<file path="config.mk">
export PLATFORM = sky130hd
export DESIGN_NAME = reg_wb_sched
export DESIGN_NICKNAME = d
export VERILOG_FILES = /design/src/rtl/reg_wb_sched_pkg.sv /design/src/rtl/reg_wb_sched_scoreboard.sv /design/src/rtl/reg_wb_sched.sv
export SDC_FILE = /design/constraint.sdc
export NUM_CORES = 1
export LEC_CHECK = 0
export BUFFER_PORTS_ARGS = -buffer_cell sky130_fd_sc_hd__buf_2
export CELL_PAD_IN_SITES_DETAIL_PLACEMENT = 1
export CELL_PAD_IN_SITES_GLOBAL_PLACEMENT = 1
export CORE_MARGIN = 3
export CORE_UTILIZATION = 33
export CTS_CLUSTER_SIZE = 8
export DETAILED_ROUTE_END_ITERATION = 12
export PLACE_DENSITY_LB_ADDON = 0.1
export SLEW_MARGIN = 10
export SYNTH_ARGS = -nofsm -noshare
export SYNTH_HDL_FRONTEND = slang
export SYNTH_SLANG_ARGS = --single-unit
</file>
<file path="constraint.sdc">
create_clock -name clk -period 2.95 [get_ports clk]
set_input_delay 0.59 -clock clk [delete_from_list [all_inputs] [get_ports clk]]
set_output_delay 0.59 -clock clk [all_outputs]
set_load 0.02 [all_outputs]
</file>
<file path="src/rtl/reg_wb_sched_pkg.sv">
// ---------------------------------------------------------------------------
// reg_wb_sched_pkg
// Shared definitions for the register-file write-back scheduler:
//   REG_ADDR_W / REG_DATA_W : register file address and data widths
//   R15_ADDR                : index of the dedicated high-word register
//   mdu_result_t            : one buffered multiply/divide result
//   reg_onehot()            : register index -> one-hot 16-bit mask
// ---------------------------------------------------------------------------
package reg_wb_sched_pkg;

    localparam int REG_ADDR_W = 4;
    localparam int REG_DATA_W = 16;
    localparam logic [REG_ADDR_W-1:0] R15_ADDR = 4'hF;

    typedef struct packed {
        logic [REG_ADDR_W-1:0] dst;
        logic [REG_DATA_W-1:0] lo;
        logic [REG_DATA_W-1:0] hi;
        logic                  hi_en;
    } mdu_result_t;

    function automatic logic [15:0] reg_onehot(input logic [REG_ADDR_W-1:0] idx);
        return 16'h0001 << idx;
    endfunction

endpackage

</file>
<file path="src/rtl/reg_wb_sched_scoreboard.sv">
// ---------------------------------------------------------------------------
// reg_scoreboard
// Tracks registers that still have an MDU write in flight and produces the
// decode stall.
//   clk, rst        : clock, synchronous active-low reset
//   iss_*           : MDU issue request from decode (accepted when not stalled)
//   src1/src2/dec_* : operands / destination of the instruction in decode
//   cmt_*           : commit of the buffered MDU result this cycle
//   starve_stall    : starvation stall from the write-back buffer
//   stall           : decode stall (hazards | full | starvation)
//   pend_mask       : pending-write bit per register
// ---------------------------------------------------------------------------
module reg_scoreboard
    import reg_wb_sched_pkg::*;
#(
    parameter int MAX_OUT = 2
) (
    input  logic                  clk,
    input  logic                  rst,
    input  logic                  iss_valid,
    input  logic [REG_ADDR_W-1:0] iss_dst,
    input  logic                  iss_hi_en,
    input  logic [REG_ADDR_W-1:0] src1_addr,
    input  logic [REG_ADDR_W-1:0] src2_addr,
    input  logic [REG_ADDR_W-1:0] dec_dst,
    input  logic                  dec_uses_r15,
    input  logic                  cmt,
    input  logic [REG_ADDR_W-1:0] cmt_dst,
    input  logic                  cmt_hi_en,
    input  logic                  starve_stall,
    output logic                  stall,
    output logic [15:0]           pend_mask
);

    localparam logic [1:0] MAX_OUT_C = 2'(MAX_OUT);

    logic [15:0] pend_mask_d, pend_mask_q;
    logic [1:0]  count_d, count_q;
    logic        iss_acc;

    always_comb begin
        stall = pend_mask_q[src1_addr]
              | pend_mask_q[src2_addr]
              | pend_mask_q[dec_dst]
              | (dec_uses_r15 & pend_mask_q[R15_ADDR])
              | (iss_valid & (count_q == MAX_OUT_C))
              | starve_stall;

        iss_acc = iss_valid & ~stall;

        // Clear first, then set, so an issue to a register committing in the
        // same cycle keeps its pending bit.
        pend_mask_d = pend_mask_q;
        if (cmt) begin
            pend_mask_d = pend_mask_d & ~reg_onehot(cmt_dst);
            if (cmt_hi_en) begin
                pend_mask_d[R15_ADDR] = 1'b0;
            end
        end
        if (iss_acc) begin
            pend_mask_d = pend_mask_d | reg_onehot(iss_dst);
            if (iss_hi_en) begin
                pend_mask_d[R15_ADDR] = 1'b1;
            end
        end

        // Guards keep the 2-bit count from wrapping even on protocol errors
        // (a commit with nothing outstanding leaves it at zero).
        count_d = count_q;
        if (iss_acc && !cmt) begin
            if (count_q != 2'd3) begin
                count_d = count_q + 2'd1;
            end
        end else if (cmt && !iss_acc) begin
            if (count_q != 2'd0) begin
                count_d = count_q - 2'd1;
            end
        end
    end

    always_ff @(posedge clk) begin
        if (!rst) begin
            pend_mask_q <= '0;
            count_q     <= '0;
        end else begin
            pend_mask_q <= pend_mask_d;
            count_q     <= count_d;
        end
    end

    assign pend_mask = pend_mask_q;

endmodule

</file>
<file path="src/rtl/reg_wb_sched.sv">
// ---------------------------------------------------------------------------
// reg_wb_sched
// Write-back scheduler in front of the 16x16 register file. The pipeline
// write-back always owns the general and R15 write ports; a single buffered
// MDU result is written (low word + optional R15 high word, atomically) in a
// cycle where every port it needs is free.
//   clk, rst                : clock, synchronous active-low reset
//   wb_*                    : pipeline write-back (never stalled)
//   iss_*, src*, dec_*      : decode-side issue and hazard inputs
//   mdu_*                   : MDU result handshake (mdu_ready = buffer empty)
//   reg_WE/W_addr/W_data    : register file general write port
//   R15_WE/W_R15            : register file R15 write port
//   stall, starve_stall     : decode stall and its starvation component
//   pend_mask               : scoreboard contents (debug)
// ---------------------------------------------------------------------------
module reg_wb_sched
    import reg_wb_sched_pkg::*;
#(
    parameter int MAX_OUT    = 2,
    parameter int STARVE_LIM = 8
) (
    input  logic                  clk,
    input  logic                  rst,
    input  logic                  wb_we,
    input  logic [REG_ADDR_W-1:0] wb_addr,
    input  logic [REG_DATA_W-1:0] wb_data,
    input  logic                  wb_r15_we,
    input  logic [REG_DATA_W-1:0] wb_r15_data,
    input  logic                  iss_valid,
    input  logic [REG_ADDR_W-1:0] iss_dst,
    input  logic                  iss_hi_en,
    input  logic [REG_ADDR_W-1:0] src1_addr,
    input  logic [REG_ADDR_W-1:0] src2_addr,
    input  logic [REG_ADDR_W-1:0] dec_dst,
    input  logic                  dec_uses_r15,
    input  logic                  mdu_valid,
    input  logic [REG_ADDR_W-1:0] mdu_dst,
    input  logic [REG_DATA_W-1:0] mdu_lo,
    input  logic [REG_DATA_W-1:0] mdu_hi,
    input  logic                  mdu_hi_en,
    output logic                  mdu_ready,
    output logic                  reg_WE,
    output logic [REG_ADDR_W-1:0] W_addr,
    output logic [REG_DATA_W-1:0] W_data,
    output logic                  R15_WE,
    output logic [REG_DATA_W-1:0] W_R15,
    output logic                  stall,
    output logic                  starve_stall,
    output logic [15:0]           pend_mask
);

    localparam int STV_W = $clog2(STARVE_LIM + 1);
    localparam logic [STV_W-1:0] STV_MAX = STV_W'(STARVE_LIM);

    mdu_result_t       buf_d, buf_q;
    logic              buf_valid_d, buf_valid_q;
    logic [STV_W-1:0]  starve_cnt_d, starve_cnt_q;
    logic              commit;
    logic              accept;

    always_comb begin
        // Commit is suppressed in a reset cycle so a discarded result never
        // reaches the register file.
        commit = rst & buf_valid_q & ~wb_we & (~buf_q.hi_en | ~wb_r15_we);
        accept = mdu_valid & ~buf_valid_q;

        buf_d       = buf_q;
        buf_valid_d = buf_valid_q;
        if (commit) begin
            buf_valid_d = 1'b0;
        end
        if (accept) begin
            buf_valid_d = 1'b1;
            buf_d       = '{dst: mdu_dst, lo: mdu_lo, hi: mdu_hi, hi_en: mdu_hi_en};
        end

        starve_cnt_d = starve_cnt_q;
        if (commit) begin
            starve_cnt_d = '0;
        end else if (buf_valid_q && (starve_cnt_q != STV_MAX)) begin
            starve_cnt_d = starve_cnt_q + 1'b1;
        end

        starve_stall = (starve_cnt_q == STV_MAX);
        mdu_ready    = ~buf_valid_q;

        // Pipeline values pass through by default; a commit only happens when
        // the pipeline is not using the ports it needs.
        reg_WE = wb_we;
        W_addr = wb_addr;
        W_data = wb_data;
        R15_WE = wb_r15_we;
        W_R15  = wb_r15_data;
        if (commit) begin
            reg_WE = 1'b1;
            W_addr = buf_q.dst;
            W_data = buf_q.lo;
            if (buf_q.hi_en) begin
                R15_WE = 1'b1;
                W_R15  = buf_q.hi;
            end
        end
    end

    always_ff @(posedge clk) begin
        if (!rst) begin
            buf_q        <= '0;
            buf_valid_q  <= 1'b0;
            starve_cnt_q <= '0;
        end else begin
            buf_q        <= buf_d;
            buf_valid_q  <= buf_valid_d;
            starve_cnt_q <= starve_cnt_d;
        end
    end

    reg_scoreboard #(
        .MAX_OUT (MAX_OUT)
    ) u_scoreboard (
        .clk          (clk),
        .rst          (rst),
        .iss_valid    (iss_valid),
        .iss_dst      (iss_dst),
        .iss_hi_en    (iss_hi_en),
        .src1_addr    (src1_addr),
        .src2_addr    (src2_addr),
        .dec_dst      (dec_dst),
        .dec_uses_r15 (dec_uses_r15),
        .cmt          (commit),
        .cmt_dst      (buf_q.dst),
        .cmt_hi_en    (buf_q.hi_en),
        .starve_stall (starve_stall),
        .stall        (stall),
        .pend_mask    (pend_mask)
    );

endmodule

</file>
# == After elaboration in Yosys (flattened, before gate mapping) ==
# Index checks and enable logic that the tools add are counted.
# totals
inputBits,97
wordCells,77
output_inout_bits,57
latchBits,0
rom_bits,0
ff_bits,60
mem_count,0
ramBits,0
# classes
n_mux,23
shift,2
bitwise_logic,22
reduce_logical,11
div_mod_pow,0
magnitude_cmp,3
n_eq_ne,5
n_addsub,3
n_mul,0
# op_table
cell,count
16-bit 2-to-1 mux,5
"1-bit by 4-bit left shift with 16-bit output, first input constant",2
16-bit bitwise AND,1
16-bit inverter,1
16-bit OR,1
"4-bit by 5-bit < comparator with 1-bit output, second input constant",3
1-bit binary-select mux with 4-bit select,3
1-bit 2-to-1 mux,10
2-bit 2-to-1 mux,4
2-bit nonzero test,4
1-bit bitwise AND,7
1-bit inverter,6
1-bit OR,6
"4-bit by 1-bit adder with 4-bit output, second input constant",1
"4-bit == test, second input constant",1
4-bit 2-to-1 mux,1
"2-bit inequality test, second input constant",2
"4-bit inequality test, second input constant",1
1-bit logical AND,3
3-bit AND reduction,1
"2-bit by 1-bit adder with 2-bit output, second input constant",1
"2-bit == test, second input constant",1
1-bit zero test,2
2-bit OR reduction,1
"2-bit by 1-bit subtractor with 2-bit output, second input constant",1

# == Depth between registers and ports, before layout ==
# Gate-level depths: netlist (run 1).
# logic_depth
word_depth,13
mapped_depth,8
depth_no_buf,7

# == By module ==
# A second synthesis (run 1) with hierarchy kept.
# unflattened
hier_cells,376
hier_area_um2,3579.7
# by_module_without_submodules
mod,instances,area_per_inst_um2,seq_area_each_um2,cells_per_inst
reg_wb_sched,1,2242.2,840.8,238
reg_scoreboard,1,1337.5,360.3,138

# == Least setup slack after synthesis (run 1) ==
# Ideal clock, no wire load.
# synth_path
kind,input to output
from,input src1_addr[0]
to,output stall
t_required_ns,2.360
n_path_buf,1
cell_stages,5
path_slack_ns,0.281
arrival_time_ns,2.079
path_cell_list,mux4_2 a211o_1 a2111oi_2 buf_2 nand2_1
# synth_between
elab_chain_len,7
# synth_lines
element,line_no,text
"start, declared",reg_wb_sched.sv:32,"input logic [REG_ADDR_W-1:0] src1_addr,"
1-bit binary-select mux with 4-bit select,reg_wb_sched_scoreboard.sv:42,stall = pend_mask_q[src1_addr]
1-bit 2-to-1 mux (implied by the code),reg_wb_sched_scoreboard.sv:42,
1-bit OR,reg_wb_sched_scoreboard.sv:43,| pend_mask_q[src2_addr]
1-bit OR,reg_wb_sched_scoreboard.sv:44,| pend_mask_q[dec_dst]
1-bit OR,reg_wb_sched_scoreboard.sv:45,| (dec_uses_r15 & pend_mask_q[R15_ADDR])
1-bit OR,reg_wb_sched_scoreboard.sv:46,| (iss_valid & (count_q == MAX_OUT_C))
1-bit OR,reg_wb_sched_scoreboard.sv:47,| starve_stall;
"end, declared",reg_wb_sched.sv:47,"output logic stall,"
# No other way between the ends. The select of a mux whose other input is x is not followed.

# == Worst setup path after layout (run 1) ==
# Same ends and word-level chain as after synthesis.

==> impl_metrics.tcl, run 1 <==
set metrics [dict create \
    antenna_cells 0 \
    die_y_um 107 \
    fp.coreArea_sq_um 9860 \
    path_cells "buf_2 > mux4_2 > a211o_1 > a2111oi_2 > nand2_1 > buf_2" \
    relSlewSlack_pct 46.2 \
    synth-seq-cells 60 \
    worstPathRequired_ns 2.36 \
    ys_warn_count 0 \
    crit_arrival_ns 2.20 \
    ant_nets 0 \
    place_area_sq_um 4280 \
    tns_ns 0 \
    clock-sinks 60 \
    hold_buffers 0 \
    finalCritPeriodShare_pct 94.5 \
    io_buffers 153 \
    period_needed_ns 2.79 \
    num_vias 3538 \
    crit_type "in -> out" \
    critical-path-slowest-cell "mux4_2" \
    wl_per_cell_um 15.6 \
    ioPinCount 154 \
    hold_path.class "reg -> reg" \
    cts-root-buf "clkbuf_8" \
    grt_max_degree 58 \
    ctsHtreeMaxLevel 3 \
    fin_area_sq_um 4500 \
    die-width_um 107 \
    path_common_cell "buf_2" \
    start_util_pct 34.3 \
    cts_resized 0 \
    worstRegToRegCells 6 \
    layout.cells.most_common_list "buf_2 (153), nand2_1 (149), dfxtp_1 (60)" \
    final_common_cell "buf_2" \
    grt_pass1_wl_um 17900 \
    area_growth_pct 32.9 \
    status "finished clean" \
    seq_area_frac_synth_pct 35.5 \
    finalSetupViolCount 0 \
    peakVddDrop_mv 0.255 \
    fp-row-count 36 \
    placedCellCount 689 \
    syn_avg_cell_area_sq_um 8.10 \
    clk_pin_slew_worst_paths_ns 0.07 \
    cp-end-kind "output pin" \
    rsz0062_at_grt "no" \
    worstSetupStartpointType "input pin" \
    ys_types 41 \
    cts.path.max_buffers 2 \
    drt_iter0_markers 130 \
    place_hpwl_um 8170 \
    crit_family "compound AO/OA/AOI/OAI gates" \
    cp_num_cells 6 \
    place_congestion 0.839 \
    via_per_inst 5.02 \
    tritoncts "yes" \
    hold_depth 2 \
    clock.fmax_mhz 359 \
    nets 666 \
    max_cap_violations 0 \
    post_cts_buffers 0 \
    dr.pass1.iters 4 \
    finalHoldViolations 0 \
    cp_max_fo 5 \
    crit_buf_inv 2 \
    p_per_area_nw_per_um2 470 \
    finalWirelength_um 11000 \
    max_stage_delay_ns 0.50 \
    stdcell_count 705 \
    die-area_sq_um 11500 \
    grt_usage_pct 19.4 \
    post-route-drc-count 0 \
    numCtsBuffers 9 \
    grt_pass1_vias 3671 \
    syn_nets 517 \
    clk_latency_ns 0.34 \
    syn_inst 418 \
    antenna_found_initial 0 \
    fin_skew_ns 0.0107 \
    grt_remaining_overflow 0 \
    worstMarginPinSlew_ns 0.806 \
    layout-drive-gt1-share_pct 36.0 \
    power_leakage_nw 2.09 \
    synth_area_sq_um 3390 \
    slew_viol_final 0 \
]
[synth_stat cells, drive strengths merged]
master	count	area (sq um)
a2111oi	1	15.0
a211o	1	8.76
a21boi	54	405
a21o	1	7.51
a21oi	3	15.0
a22oi	1	7.51
a32oi	1	8.76
and2	2	12.5
and3	2	12.5
buf	6	40.0
clkbuf	18	67.6
dfxtp	60	1200
ha	2	25.0
inv	6	22.5
mux2	18	203
mux2i	3	30.0
mux4	10	248
nand2	149	559
nand2b	5	31.3
nand3	6	30.0
nand3b	3	22.5
nand4	16	100
nor2	8	30.0
nor2b	7	43.8
nor3	4	25.0
nor4b	2	32.5
o211ai	2	15.0
o21ai	18	90.1
o22ai	2	25.0
o31ai	1	7.51
or2	2	12.5
or3	1	6.26
xnor2	1	8.76
xor2	2	17.5
[logic make-up (layout without fill, tap and decap cells)]
group / Yosys count / after routing / share of synthesized area (%)
AOI/OAI and AO/OA: 85 / 85 / 17.9
muxes: 31 / 31 / 14.2
and+or+nand+nor: 207 / 207 / 27.1
xor gates and xnor gates: 3 / 3 / 0.776
adders and majority gates: 2 / 2 / 0.739
DFF: 60 / 60 / 35.5
buffers and inverters: 30 / 184 / 3.84
[per-stage QoR]
stage | hold WS (ns) | util [%] | power, mW | setup slack (ns)
4_1_cts | 0.468 | 45.6 | 2.15 | 0.153
3_3_place_gp | 0.449 | 43.4 | 1.30 | 0.171
6_report | 0.462 | 45.6 | 2.11 | 0.163
2_1_floorplan | 0.441 | - | 1.14 | 0.281
5_1_grt | 0.484 | 45.6 | 2.23 | 0.0428
3_5_place_dp | 0.458 | 43.4 | 1.32 | 0.159
[final timing paths]
path	from	to	slack, ns
hold / removal	buf_q[1]$_SDFFE_PN0P_	buf_q[1]$_SDFFE_PN0P_	0.46
hold reg to reg	buf_q[1]$_SDFFE_PN0P_	buf_q[1]$_SDFFE_PN0P_	0.46
setup reg to reg	u_scoreboard.pend_mask[2]$_SDFF_PN0_	u_scoreboard.count_q[0]$_SDFFE_PN0P_	0.69
setup / recovery	src1_addr[0]	stall	0.16
[worst reg2reg max path: cells and delay by family (launching register included)]
family	cells	cell delay, ns
compound gates	3	0.85
buf+inv	1	0.30
flops	1	0.37
mux	1	0.48
simple gates	1	0.18
[flip-flops by register name (all words and copies together), names as in the netlist]
| name | flops |
|---|---|
| starve_cnt_q | 4 |
| buf_valid_q | 1 |
| u_scoreboard.count_q | 2 |
| u_scoreboard.pend_mask | 16 |
| buf_q | 37 |
[where the power goes]
part | switching, mW | internal (mW) | leakage [nW]
registers | 0.0378 | 0.854 | 0.491
logic | 0.231 | 0.171 | 1.49
clock network | 0.323 | 0.498 | 0.107
[cell type report]
type / instances / area, sq um
timing repair buffer: 162 / 833
clock inverter: 4 / 72.6
sequential: 60 / 1200
clock buffer: 12 / 145
fill: 1248 / 5360
inverter: 6 / 22.5
multi-input combinational: 328 / 2060
tap: 133 / 166
[metal layers]
metal  vias up  track usage (%)  part of all wire (%)
met4         0             5.11                   1.5
met5         -                0                     0
met2        89             34.0                    50
met1      1698             23.3                    43
met3        13             5.34                   5.8
li1       1738                -                     -
(Power assumes the default switching activity.)
==> run 2, diff against run 1 <==
--- a/config.mk
+++ b/config.mk
@@ -10,10 +10,11 @@
 export CELL_PAD_IN_SITES_GLOBAL_PLACEMENT = 1
 export CORE_MARGIN = 3
 export CORE_UTILIZATION = 33
+export CTS_BUF_LIST = sky130_fd_sc_hd__clkbuf_16
 export CTS_CLUSTER_SIZE = 8
 export DETAILED_ROUTE_END_ITERATION = 12
 export PLACE_DENSITY_LB_ADDON = 0.1
-export SLEW_MARGIN = 10
+export SLEW_MARGIN = 25
 export SYNTH_ARGS = -nofsm -noshare
 export SYNTH_HDL_FRONTEND = slang
 export SYNTH_SLANG_ARGS = --single-unit
==> impl_metrics.tcl, run 2 (same netlist as run 1, synthesis figures left out) <==
set metrics [dict create \
    stdcell_count 705 \
    clock.fmax_mhz 359 \
    post_cts_buffers 0 \
    hold_buffers 0 \
    finalSetupViolCount 0 \
    fin_skew_ns 0.00693 \
    pwr-share-seq_pct 37.5 \
    die_y_um 107 \
    wl_per_cell_um 15.6 \
    largest_register_ffs 37 \
    cp-end-kind "output pin" \
    grt_remaining_overflow 0 \
    ioPinCount 154 \
    hold_ws_ns 0.460 \
    antenna_found_initial 0 \
    numCtsBuffers 9 \
    p_switching_mw 0.626 \
    rsz0062_at_grt "no" \
    finalCritPeriodShare_pct 94.5 \
    die-width_um 107 \
    r2r_start "u_scoreboard.pend_mask[2]$_SDFF_PN0_" \
    fin_area_sq_um 4590 \
    area_growth_pct 35.6 \
    num_vias 3547 \
    comb_power_share_pct 16.9 \
    place_ws_ns 0.159 \
    grt_pass1_wl_um 17900 \
    worst_hold_startpoint "buf_q[1]$_SDFFE_PN0P_" \
    start_util_pct 34.3 \
    clkPwrFrac_pct 45.6 \
    layout.cells.most_common_list "buf_2 (153), nand2_1 (149), dfxtp_1 (60)" \
    status "finished clean" \
    worstRegToRegCells 6 \
    worstSetupStartpointType "input pin" \
    crit_type "in -> out" \
    ctsHtreeMaxLevel 3 \
    max_cap_violations 0 \
    tns_ns 0 \
    place_hpwl_um 8170 \
    final_common_cell "buf_2" \
    largest_register "buf_q" \
    fp-row-count 36 \
    reg2reg_slack_ns 0.69 \
    peakVddDrop_mv 0.278 \
    dr.pass1.iters 4 \
    ant_nets 0 \
    power_leakage_nw 2.14 \
    nets 666 \
    final_util_pct 46.6 \
    cts_resized 0 \
    place_congestion 0.839 \
    grt_usage_pct 19.5 \
    internal_power_mw 1.75 \
    cp_max_fo 5 \
    fp.coreArea_sq_um 9860 \
    place_area_sq_um 4280 \
    crit_arrival_ns 2.20 \
    clock-sinks 60 \
    finalWirelength_um 11000 \
    antenna_cells 0 \
    hold_depth 2 \
    placedCellCount 689 \
    clk_latency_ns 0.32 \
    clk_pin_slew_worst_paths_ns 0.05 \
    tritoncts "yes" \
    grt_pass1_vias 3685 \
    hold_path.class "reg -> reg" \
    worstMarginPinSlew_ns 0.837 \
    slew_viol_final 0 \
    cts-root-buf "clkbuf_16" \
    layout-drive-gt1-share_pct 35.8 \
    finalHoldViolations 0 \
    post-route-drc-count 0 \
    period_needed_ns 2.79 \
    total_power_mw 2.38 \
    worst_slack_ns 0.162 \
    p_per_area_nw_per_um2 518 \
    die-area_sq_um 11500 \
    io_buffers 153 \
    worstPathRequired_ns 2.36 \
    drt_iter0_markers 147 \
    cts.path.max_buffers 2 \
    relSlewSlack_pct 44.2 \
    grt_max_degree 58 \
    via_per_inst 5.03 \
    cp-startpoint "src1_addr[0]" \
    p_sw_share_pct 26.3 \
]
==> run 2: cell types whose count changed in the layout (fill, tap and decap cells not counted) <==
| cell | change |
|---|---|
| clkinv_1 | +1 |
| clkbuf_16 | +9 |
| clkbuf_8 | -10 |
| clkbuf_1 | -2 |
| inv_1 | +2 |
==> run 2: metal layers <==
| layer | GRT usage [%] | up-vias | wire [um] |
|---|---|---|---|
| met2 | 34.1 | 87 | 5530 |
| met1 | 23.4 | 1707 | 4750 |
| met4 | 5.30 | 0 | 110 |
| li1 | - | 1742 | - |
| met5 | 0 | - | 0 |
| met3 | 5.16 | 11 | 630 |
==> run 2: power groups by stage <==
stage	sequential (mW)	clock, mW	combinational, mW
floorplan	0.901	0	0.242
global placement	0.908	0	0.394
detailed placement	0.911	0	0.405
CTS	0.894	1.12	0.407
global route	0.901	1.16	0.445
finish	0.893	1.08	0.402
==> run 2: worst paths after layout <==
| check | to |
|---|---|
| setup / recovery | stall |
| setup reg to reg | u_scoreboard.count_q[0]$_SDFFE_PN0P_ |
| hold reg to reg | buf_q[1]$_SDFFE_PN0P_ |
| hold / removal | buf_q[1]$_SDFFE_PN0P_ |
==> run 2: worst max-delay path, stage by stage <==
cell and delay (ns):
buf_2 0.14, mux4_2 0.50, a211o_1 0.31, a2111oi_2 0.40, nand2_1 0.08, buf_2 0.17
==> run 2: layout make-up <==
cell class | instances | area (sq um)
fill | 1236 | 5270
clock inverter | 7 | 83.8
tap | 133 | 166
sequential | 60 | 1200
clock buffer | 9 | 225
multi-input combinational | 328 | 2060
timing repair buffer | 162 | 833
inverter | 6 | 22.5
==> run 3, diff against run 2 <==
--- a/config.mk
+++ b/config.mk
@@ -6,10 +6,10 @@
 export NUM_CORES = 1
 export LEC_CHECK = 0
 export BUFFER_PORTS_ARGS = -buffer_cell sky130_fd_sc_hd__buf_2
-export CELL_PAD_IN_SITES_DETAIL_PLACEMENT = 1
-export CELL_PAD_IN_SITES_GLOBAL_PLACEMENT = 1
+export CELL_PAD_IN_SITES_DETAIL_PLACEMENT = 2
+export CELL_PAD_IN_SITES_GLOBAL_PLACEMENT = 2
 export CORE_MARGIN = 3
-export CORE_UTILIZATION = 33
+export CORE_UTILIZATION = 25
 export CTS_BUF_LIST = sky130_fd_sc_hd__clkbuf_16
 export CTS_CLUSTER_SIZE = 8
 export DETAILED_ROUTE_END_ITERATION = 12
==> impl_metrics.tcl, run 3 (same netlist as run 1, synthesis figures left out) <==
set metrics [dict create \
    nets 667 \
    cp-end-kind "output pin" \
    area_growth_pct 37.4 \
    status "finished clean" \
    grt_pass1_vias 3958 \
    layout.cells.most_common_list "buf_2 (153), nand2_1 (149), dfxtp_1 (60)" \
    stdcell_count 745 \
    grt_remaining_overflow 0 \
    multiInputGateArea_sq_um 2070 \
    final_common_cell "buf_2" \
    worstMarginPinSlew_ns 0.558 \
    clock-sinks 60 \
    start_util_pct 26.2 \
    fp.coreArea_sq_um 12900 \
    finalSetupViolCount 0 \
    wl_per_cell_um 17.0 \
    placedCellCount 729 \
    ant_nets 0 \
    fin_area_sq_um 4650 \
    num_vias 3591 \
    hold_path.class "reg -> reg" \
    max_cap_violations 0 \
    place_congestion 0.828 \
    largest_register_ffs 37 \
    worstPathRequired_ns 2.36 \
    crit_arrival_ns 2.22 \
    final_util_pct 36.0 \
    die-area_sq_um 15000 \
    layout-drive-gt1-share_pct 36.2 \
    fp-row-count 41 \
    clk_pin_slew_worst_paths_ns 0.05 \
    cts.path.max_buffers 2 \
    crit_type "in -> out" \
    place_hpwl_um 9600 \
    cts_resized 0 \
    fin_skew_ns 0.00676 \
    cts-root-buf "clkbuf_16" \
    total_power_mw 2.40 \
    io_buffers 153 \
    worstSetupStartpointType "input pin" \
    p_per_area_nw_per_um2 515 \
    clk_latency_ns 0.32 \
    hold_ws_ns 0.463 \
    die-width_um 122 \
    finalWirelength_um 12700 \
    power_leakage_nw 2.15 \
    antenna_found_initial 1 \
    reg2reg_slack_ns 0.69 \
    place_area_sq_um 4350 \
    grt_max_degree 58 \
    via_per_inst 4.82 \
    fillers 1577 \
    finalHoldViolations 0 \
    grt_usage_pct 17.4 \
    period_needed_ns 2.81 \
    ioPinCount 154 \
    regArea_sq_um 1200 \
    worst_slack_ns 0.143 \
    clock.fmax_mhz 356 \
    cp-startpoint "src1_addr[0]" \
    die_y_um 122 \
    tritoncts "yes" \
    tns_ns 0 \
    cp_max_fo 5 \
    ctsHtreeMaxLevel 3 \
    post-route-drc-count 0 \
    hold_buffers 0 \
    largest_register "buf_q" \
    rsz0062_at_grt "no" \
    peakVddDrop_mv 0.273 \
    grt_pass1_wl_um 20300 \
    finalCritPeriodShare_pct 95.2 \
    worst_hold_startpoint "buf_q[9]$_SDFFE_PN0P_" \
    dr.pass1.iters 4 \
    drt_iter0_markers 122 \
    relSlewSlack_pct 62.4 \
    numCtsBuffers 9 \
    slew_viol_final 0 \
    post_cts_buffers 0 \
    r2r_start "starve_cnt_q[0]$_SDFFE_PP0P_" \
    place_ws_ns 0.142 \
]
==> run 3: cell type report <==
type,count,area share (%)
clock inverters,6,1.75
inverters,6,0.484
clock buffers,9,4.84
repair buffers,163,18.1
well taps,172,4.62
diodes,1,0.0538
flip-flops and latches,60,25.8
multi-input cells,328,44.4
==> run 3: where the power goes <==
| part | switching, mW | internal [mW] | total [mW] |
|---|---|---|---|
| Combinational | 0.237 | 0.173 | 0.411 |
| Clock | 0.364 | 0.728 | 1.09 |
| Sequential | 0.0399 | 0.855 | 0.895 |
==> run 3: worst max-delay path, stage by stage <==
cell and delay, ns:
buf_2 0.14, mux4_2 0.50, a211o_1 0.32, a2111oi_2 0.40, nand2_1 0.09, buf_2 0.17
==> run 3: final timing paths <==
path | endpoint | cells after the start
max | stall | 6
max reg2reg | u_scoreboard.count_q[0]$_SDFFE_PN0P_ | 8
min | buf_q[9]$_SDFFE_PN0P_ | 2
min reg2reg | buf_q[9]$_SDFFE_PN0P_ | 2
==> run 3: routing by layer <==
layer | vias up | track usage [%] | part of all wire (%)
met2 | 98 | 30.8 | 50
li1 | 1745 | - | -
met1 | 1743 | 21.5 | 45
met3 | 5 | 3.41 | 4.8
met5 | - | 0 | 0
met4 | 0 | 4.83 | 0.81
